`config.mk`:
```
export PLATFORM = sky130hd
export DESIGN_NAME = mips_data_mem_ctrl
export DESIGN_NICKNAME = d
export VERILOG_FILES = /design/src/rtl/mips_mem_pkg.sv /design/src/rtl/mips_mem_lane.sv /design/src/rtl/mips_data_mem_ctrl.sv
export SDC_FILE = /design/constraint.sdc
export NUM_CORES = 1
export LEC_CHECK = 0
export CORE_MARGIN = 3
export CORE_UTILIZATION = 42
export CTS_BUF_LIST = sky130_fd_sc_hd__clkbuf_4
export DETAILED_ROUTE_END_ITERATION = 10
export PLACE_DENSITY = 0.77
export SLEW_MARGIN = 0
export SYNTH_ARGS = -nofsm -noshare
export SYNTH_HDL_FRONTEND = slang
export SYNTH_SLANG_ARGS = --single-unit
```
`constraint.sdc`:
```
create_clock -name clk -period 2.7 [get_ports clk]
set_input_delay 0.81 -clock clk [delete_from_list [all_inputs] [get_ports clk]]
set_output_delay 0.81 -clock clk [all_outputs]
set_load 0.02 [all_outputs]
```
`src/rtl/mips_mem_pkg.sv`:
```
// Shared definitions for the MIPS data-memory controller.
//   - opcode constants for the load/store instructions handled
//   - FSM state encoding
//   - access-size decode and alignment check helpers
package mips_mem_pkg;

    localparam logic [5:0] OP_LB  = 6'h20;
    localparam logic [5:0] OP_LH  = 6'h21;
    localparam logic [5:0] OP_LW  = 6'h23;
    localparam logic [5:0] OP_LBU = 6'h24;
    localparam logic [5:0] OP_LHU = 6'h25;
    localparam logic [5:0] OP_SB  = 6'h28;
    localparam logic [5:0] OP_SH  = 6'h29;
    localparam logic [5:0] OP_SW  = 6'h2B;

    typedef enum logic [1:0] {IDLE, LOAD, RMW, ERR} mem_state_t;
    typedef enum logic [1:0] {SZ_BYTE, SZ_HALF, SZ_WORD} acc_size_t;

    // Unknown opcodes fall through to word access.
    function automatic acc_size_t op_size(input logic [5:0] op);
        case (op)
            OP_LB, OP_LBU, OP_SB: return SZ_BYTE;
            OP_LH, OP_LHU, OP_SH: return SZ_HALF;
            default:              return SZ_WORD;
        endcase
    endfunction

    function automatic logic is_misaligned(input logic [5:0] op, input logic [1:0] off);
        case (op_size(op))
            SZ_HALF: return off[0];
            SZ_WORD: return off != 2'b00;
            default: return 1'b0;
        endcase
    endfunction

endpackage

```
`src/rtl/mips_mem_lane.sv`:
```
// Big-endian byte-lane logic (purely combinational).
//   word      : RAM word being read
//   data      : right-aligned store data
//   offset    : byte offset within the word (0 = bits 31:24)
//   opcode    : access opcode, selects size and extension
//   extracted : load result, sign/zero extended
//   merged    : word with the addressed lane(s) replaced by data
module mips_mem_lane
    import mips_mem_pkg::*;
(
    input  logic [31:0] word,
    input  logic [31:0] data,
    input  logic [1:0]  offset,
    input  logic [5:0]  opcode,
    output logic [31:0] extracted,
    output logic [31:0] merged
);

    function automatic logic [31:0] extract(input logic [31:0] w, input logic [1:0] off,
                                            input logic [5:0] op);
        logic [7:0]  b;
        logic [15:0] h;
        case (off)
            2'd0:    b = w[31:24];
            2'd1:    b = w[23:16];
            2'd2:    b = w[15:8];
            default: b = w[7:0];
        endcase
        h = off[1] ? w[15:0] : w[31:16];
        case (op_size(op))
            SZ_BYTE: return {{24{(op == OP_LB) & b[7]}}, b};
            SZ_HALF: return {{16{(op == OP_LH) & h[15]}}, h};
            default: return w;
        endcase
    endfunction

    function automatic logic [31:0] merge(input logic [31:0] w, input logic [31:0] d,
                                          input logic [1:0] off, input logic [5:0] op);
        logic [31:0] r;
        r = w;
        case (op_size(op))
            SZ_BYTE: begin
                case (off)
                    2'd0:    r[31:24] = d[7:0];
                    2'd1:    r[23:16] = d[7:0];
                    2'd2:    r[15:8]  = d[7:0];
                    default: r[7:0]   = d[7:0];
                endcase
            end
            SZ_HALF: begin
                if (off[1]) r[15:0]  = d[15:0];
                else        r[31:16] = d[15:0];
            end
            default: r = d;
        endcase
        return r;
    endfunction

    assign extracted = extract(word, offset, opcode);
    assign merged    = merge(word, data, offset, opcode);

endmodule

```
`src/rtl/mips_data_mem_ctrl.sv`:
```
// Data-port bridge between the MIPS CPU and a word-wide synchronous RAM.
// Handles sub-word loads (with extension), sub-word stores via
// read-modify-write, and flags misaligned/illegal accesses.
//   clk, reset (async, active low)
//   cpu_*  : CPU data port (address, read, write, opcode, writedata,
//            readdata, waitrequest)
//   mem_err: one-cycle pulse on a rejected access
//   ram_*  : RAM port (address, read, write, writedata, readdata)
module mips_data_mem_ctrl
    import mips_mem_pkg::*;
#(
    parameter int ADDR_W = 10
) (
    input  logic              clk,
    input  logic              reset,
    input  logic [31:0]       cpu_address,
    input  logic              cpu_read,
    input  logic              cpu_write,
    input  logic [5:0]        cpu_opcode,
    input  logic [31:0]       cpu_writedata,
    output logic [31:0]       cpu_readdata,
    output logic              cpu_waitrequest,
    output logic              mem_err,
    output logic [ADDR_W-1:0] ram_address,
    output logic              ram_read,
    output logic              ram_write,
    output logic [31:0]       ram_writedata,
    input  logic [31:0]       ram_readdata
);

    mem_state_t        state;
    logic [5:0]        op_q;
    logic [1:0]        off_q;
    logic [31:0]       wdata_q;
    logic [ADDR_W-1:0] waddr_q;
    logic [31:0]       rdata_q;

    logic [31:0] extracted, merged;
    logic        req, illegal, is_sw;

    // Upper address bits are deliberately dropped: the word address wraps.
    logic unused_addr;
    assign unused_addr = ^cpu_address[31:ADDR_W+2];

    assign req     = cpu_read | cpu_write;
    assign illegal = (cpu_read & cpu_write) | is_misaligned(cpu_opcode, cpu_address[1:0]);
    assign is_sw   = cpu_write & (op_size(cpu_opcode) == SZ_WORD);

    mips_mem_lane u_lane (
        .word      (ram_readdata),
        .data      (wdata_q),
        .offset    (off_q),
        .opcode    (op_q),
        .extracted (extracted),
        .merged    (merged)
    );

    // Strobes must go out in the request cycle itself, so they are decoded
    // from the live request in IDLE and from captured state afterwards.
    always_comb begin
        ram_address     = (state == IDLE) ? cpu_address[ADDR_W+1:2] : waddr_q;
        ram_writedata   = (state == RMW) ? merged : cpu_writedata;
        ram_read        = 1'b0;
        ram_write       = 1'b0;
        cpu_waitrequest = 1'b0;
        if (reset) begin
            case (state)
                IDLE: begin
                    if (req) begin
                        if (illegal) begin
                            cpu_waitrequest = 1'b1;
                        end else if (is_sw) begin
                            ram_write = 1'b1;
                        end else begin
                            ram_read        = 1'b1;
                            cpu_waitrequest = 1'b1;
                        end
                    end
                end
                RMW:     ram_write = 1'b1;
                default: ;
            endcase
        end
    end

    // Load data is presented during the LOAD cycle (CPU samples at its end);
    // rdata_q keeps it visible afterwards.
    always_comb begin
        case (state)
            LOAD:    cpu_readdata = extracted;
            ERR:     cpu_readdata = 32'h0;
            default: cpu_readdata = rdata_q;
        endcase
    end

    assign mem_err = (state == ERR);

    always_ff @(posedge clk or negedge reset) begin
        if (!reset) begin
            state   <= IDLE;
            op_q    <= '0;
            off_q   <= '0;
            wdata_q <= '0;
            waddr_q <= '0;
            rdata_q <= '0;
        end else begin
            case (state)
                IDLE: begin
                    if (req) begin
                        op_q    <= cpu_opcode;
                        off_q   <= cpu_address[1:0];
                        wdata_q <= cpu_writedata;
                        waddr_q <= cpu_address[ADDR_W+1:2];
                        if (illegal)       state <= ERR;
                        else if (cpu_read) state <= LOAD;
                        else if (is_sw)    state <= IDLE;
                        else               state <= RMW;
                    end
                end
                LOAD: begin
                    rdata_q <= extracted;
                    state   <= IDLE;
                end
                RMW: state <= IDLE;
                ERR: begin
                    rdata_q <= 32'h0;
                    state   <= IDLE;
                end
                default: state <= IDLE;
            endcase
        end
    end

endmodule

```
==> flow_summary.rst <==
.. list-table::
   :header-rows: 1

   * - Metric
     - Value
   * - Outcome
     - finished, violations left
   * - Violated checks
     - negative setup slack
   * - PortBufs
     - 163
   * - Mean Syn Cell Area
     - 10.0 µm²
   * - Buf/Inv on CP
     - 4
   * - Area overhead of the layout relative to synthesis
     - 74.3%
   * - Clock-pin slew on the worst setup and hold paths
     - 140 ps
   * - Clk_skew
     - 20.7 ps
   * - Switching part of the total
     - 43.5%
   * - Length of the first detailed-routing pass in iterations
     - 5
   * - Largest stage delay, worst path
     - 480 ps
   * - Most common cell type on the critical path
     - sky130_fd_sc_hd__buf_4
   * - CTS Sinks
     - 84
   * - Seq pwr share
     - 21.4%
   * - Layout cell share with drive strength beyond 1
     - 55.0%
   * - Worst min-delay path category
     - input pin to async pin
   * - Number of buffers inserted during clock tree synthesis
     - 9
   * - Die width
     - 117 µm
   * - Filler cell count
     - 741
   * - Transition at the pin with the smallest max-transition slack
     - 682 ps
   * - Largest delay contributor family on the critical path
     - buffers and inverters
   * - DRC violation count after routing
     - 0
   * - Core Rows
     - 39
   * - Share of cell area taken by muxes after synthesis
     - 21.3%
   * - Wire length of the first global-routing pass
     - 33300 µm
   * - Final Routed Wirelength
     - 22800 µm
   * - Internal Dissipation
     - 5.97 mW
   * - Share of total power in combinational logic
     - 70.5%
   * - Kind of critical path
     - register to output port
   * - WP data required
     - 1890 ps
   * - Synth warnings
     - 0
   * - Reg-to-Reg End
     - rdata_q[15]$_DFF_PN0_
   * - Fin crit period
     - 3180 ps
   * - Worst setup path endpoint
     - cpu_readdata[14]
   * - Startpoint of the lowest-slack register-to-register path
     - off_q[0]$_DFFE_PN0P_
   * - CP Launch Point
     - off_q[1]$_DFFE_PN0P_
   * - DR vias/cell
     - 5.98
   * - Maximum number of pins on one net before global-route repair
     - 54
   * - Syn_nets
     - 623
   * - Number of DRC markers in iteration 0
     - 603
   * - Number of cells in the design after placement
     - 921
   * - Core Region
     - 11800 µm²
   * - Setup violators final
     - 66
   * - Area after detailed placement
     - 7840 µm²
   * - Cell depth of the worst flop-to-flop path
     - 7
   * - Post-synthesis register bit count
     - 84
   * - Vias in the first global route
     - 5930
   * - Crit path cell chain
     - buf_4 > bufbuf_16 > buf_4 > mux2_2 > a221oi_2 > o2bb2ai_1 > buf_2
   * - Final instance area
     - 9040 µm²
   * - Total standard cell area after synthesis
     - 5180 µm²
   * - Critical Path End Type
     - output port
   * - H-Tree Level Count
     - 3
   * - Vias after detailed routing
     - 5912
   * - Max IR drop VDD
     - 0.516 mV
   * - Cell types with the largest area share after synthesis
     - sky130_fd_sc_hd__dfrtp_1 41%, sky130_fd_sc_hd__mux2_2 16%, sky130_fd_sc_hd__a21oi_1 4.0%, sky130_fd_sc_hd__mux4_2 3.5%, sky130_fd_sc_hd__a221o_1 3.1%
   * - Count of boundary I/O pins
     - 184
   * - Compound-cell area share of the yosys netlist
     - 20.5%
   * - Final-layout setup total negative slack
     - -22360 ps
   * - Most frequent cell after synthesis
     - sky130_fd_sc_hd__dfrtp_1
   * - TritonCTS clock tree
     - done
   * - Net switching power
     - 4.59 mW
   * - Fraction of synthesized cell area taken by the top area cell type
     - 40.5%
   * - Max Fclk
     - 315 MHz
   * - P_leak
     - 3.92 nW
   * - Share of total power in the clock network
     - 8.1%
   * - Post-Route Hold Slack
     - 405 ps
   * - RSZ-0062 raised after global routing
     - yes
   * - HPWL reported at the end of detailed placement
     - 14400 µm
   * - Max Buffers Root-to-Sink
     - 2
   * - Power density cells
     - 1170 nW/µm²
   * - Number of instances in the synthesized netlist
     - 517
   * - Number of failing hold endpoints at the final stage
     - 0
   * - Gr ovfl total
     - 0
   * - Routed length per placed instance
     - 23.1 µm
   * - Dominant combinational cell family by area after synthesis
     - multiplexers
   * - Post-synth top cells
     - 84 x sky130_fd_sc_hd__dfrtp_1, 74 x sky130_fd_sc_hd__mux2_2, 41 x sky130_fd_sc_hd__a21oi_1
   * - Max FO, Critical Path
     - 5
   * - Number of logic stages on the critical path including buffering
     - 7
   * - Final Max Slew Viols
     - 0
   * - Register-to-register setup slack
     - 500 ps
   * - Worst path slowest cell
     - sky130_fd_sc_hd__dfrtp_2
   * - Post-synthesis share of cell area spent on full adders, half adders and majority gates
     - 0%
   * - Async set or reset register ratio after synthesis
     - 100%
   * - DIE HEIGHT
     - 117 µm
   * - Detail Route Antenna Nets
     - 0
   * - Multi-input gate area in the final layout
     - 3460 µm²
   * - Area enclosed by the die boundary
     - 13700 µm²
   * - Xor and xnor area share after synthesis
     - 0%
   * - Post-layout total power
     - 10.6 mW
   * - Worst Slack Setup Final
     - -476 ps
   * - Effective utilization at floorplan
     - 44.1%
   * - Post-layout net count
     - 924
   * - Count of cell types in the netlist
     - 46
   * - Clock Root Buffer
     - sky130_fd_sc_hd__clkbuf_4
   * - Worst slew slack as a fraction of its limit
     - 54.5%
   * - Insertion delay of the later-clocked pin in the worst-skew pair
     - 480 ps
   * - Finished Layout Cells
     - 989
   * - Combined global-route utilization of all metal layers
     - 32.1%
   * - Reg area
     - 2100 µm²
   * - Kind of start point of the critical path
     - register
   * - Share of synthesized area occupied by flip-flops and latches
     - 40.5%
   * - Main synth FF type
     - sky130_fd_sc_hd__dfrtp_1
   * - Largest area contributor in the synthesized netlist
     - sky130_fd_sc_hd__dfrtp_1
   * - Gpl congestion
     - 0.948
   * - Worst Path Arrival
     - 2370 ps
   * - Initial antenna violation count
     - 2
   * - Share of the cycle needed by the critical path after routing
     - 118%
   * - Number of flops mapped to enable cells by yosys
     - 0
   * - Count of max-cap constraint violations
     - 0
   * - Fraction of the mapped netlist area in simple logic gates
     - 12.8%
==> final cells by class <==
| class | count | area share (%) |
|---|---|---|
| antenna | 2 | 0.0554 |
| timing repair buffer | 333 | 33.9 |
| multi-input combinational | 379 | 38.3 |
| sequential | 84 | 23.3 |
| tap | 164 | 2.27 |
| clock inverter | 5 | 0.845 |
| clock buffer | 11 | 0.914 |
| inverter | 11 | 0.457 |
==> sequential cells by signal, summed over array words and instances, names as in the netlist <==
name,flops
off_q,2
op_q,6
rdata_q,32
state,2
waddr_q,10
wdata_q,32
==> how the worst min path moves through the flow <==
stage | endpoint | slack [ps] | cells past startpoint
final | state[0]$_DFFE_PN0P_ | 400 | 2
after global routing | state[0]$_DFFE_PN0P_ | 410 | 2
after CTS | state[0]$_DFFE_PN0P_ | 390 | 2
after detailed placement | rdata_q[8]$_DFF_PN0_ | 480 | 1
after global placement | rdata_q[8]$_DFF_PN0_ | 490 | 1
after floorplan | waddr_q[8]$_DFFE_PN0P_ | 480 | 1
==> worst register-to-register path, stage by stage (launching register included) <==
cell and delay (ps):
sky130_fd_sc_hd__dfrtp_2 570, sky130_fd_sc_hd__mux4_2 660, sky130_fd_sc_hd__a211oi_2 230, sky130_fd_sc_hd__o2bb2ai_1 120
sky130_fd_sc_hd__buf_4 160, sky130_fd_sc_hd__buf_4 130, sky130_fd_sc_hd__buf_4 120, sky130_fd_sc_hd__buf_4 120
==> cells by family after synthesis <==
group | after synthesis
and+or+nand+nor | 134
DFF | 84
AOI/OAI and AO/OA | 153
muxes | 91
buffers and inverters | 55
==> repair_timing <==
item                       CTS  global route
buffers inserted            34            11
gates resized for setup    574            97
pin swaps                   48            33
setup endpoints to repair   77            78
gates cloned                 7             0
hold endpoints to repair     0             0
hold buffers                 0             0
==> per-layer routing <==
layer	wire [µm]	up-vias	global-route usage [%]	share of wire [%]
li1	-	2549	-	-
met1	8910	2928	42.4	39
met2	11000	352	51.3	48
met3	2060	81	8.59	9.0
met4	798	2	10.6	3.5
met5	13	-	0	0.057
==> power by group through the flow <==
stage	Sequential, mW	Clock (mW)	Combinational, mW
after detailed placement	2.21	0	6.01
after global routing	2.31	0.930	7.84
final	2.26	0.857	7.44
after CTS	2.22	0.875	6.82
after floorplan	2.13	0	3.44
after global placement	2.19	0	5.91
==> metrics by stage <==
stage	util, %	setup WS (ps)
after floorplan	-	-95.4
after global placement	66.6	-1140
after detailed placement	66.6	-1180
after CTS	73.7	-462
after global routing	76.8	-556
final	76.8	-476
==> cell usage in the layout, fill, tap and decap left out, types with 5 or more instances in the layout <==
| master | Yosys | routed |
|---|---|---|
| sky130_fd_sc_hd__buf_4 | 4 | 170 |
| sky130_fd_sc_hd__dfrtp_1 | 84 | 82 |
| sky130_fd_sc_hd__mux2_2 | 74 | 64 |
| sky130_fd_sc_hd__buf_6 | 1 | 54 |
| sky130_fd_sc_hd__clkdlybuf4s50_1 | 0 | 51 |
| sky130_fd_sc_hd__nor2_1 | 37 | 35 |
| sky130_fd_sc_hd__a21oi_1 | 41 | 30 |
| sky130_fd_sc_hd__dlygate4sd2_1 | 0 | 24 |
| sky130_fd_sc_hd__nand2b_1 | 18 | 18 |
| sky130_fd_sc_hd__nand2_1 | 22 | 17 |
| sky130_fd_sc_hd__a221o_1 | 16 | 16 |
| sky130_fd_sc_hd__o21ai_1 | 0 | 14 |
| sky130_fd_sc_hd__or3_1 | 16 | 12 |
| sky130_fd_sc_hd__buf_2 | 19 | 12 |
| sky130_fd_sc_hd__a21oi_2 | 0 | 11 |
| sky130_fd_sc_hd__clkbuf_4 | 0 | 11 |
| sky130_fd_sc_hd__mux2_4 | 0 | 10 |
| sky130_fd_sc_hd__mux4_2 | 8 | 9 |
| sky130_fd_sc_hd__inv_1 | 10 | 9 |
| sky130_fd_sc_hd__mux2i_1 | 9 | 8 |
| sky130_fd_sc_hd__nand3_1 | 18 | 8 |
| sky130_fd_sc_hd__o22ai_1 | 8 | 8 |
| sky130_fd_sc_hd__buf_12 | 0 | 8 |
| sky130_fd_sc_hd__o21ai_2 | 1 | 7 |
| sky130_fd_sc_hd__o2bb2ai_1 | 8 | 7 |
| sky130_fd_sc_hd__a221oi_2 | 0 | 7 |
| sky130_fd_sc_hd__nor3_2 | 0 | 7 |
| sky130_fd_sc_hd__nand3_2 | 0 | 7 |
| sky130_fd_sc_hd__o32ai_2 | 0 | 6 |
| sky130_fd_sc_hd__a31oi_1 | 10 | 5 |
Power figures use the tool's default switching activity.
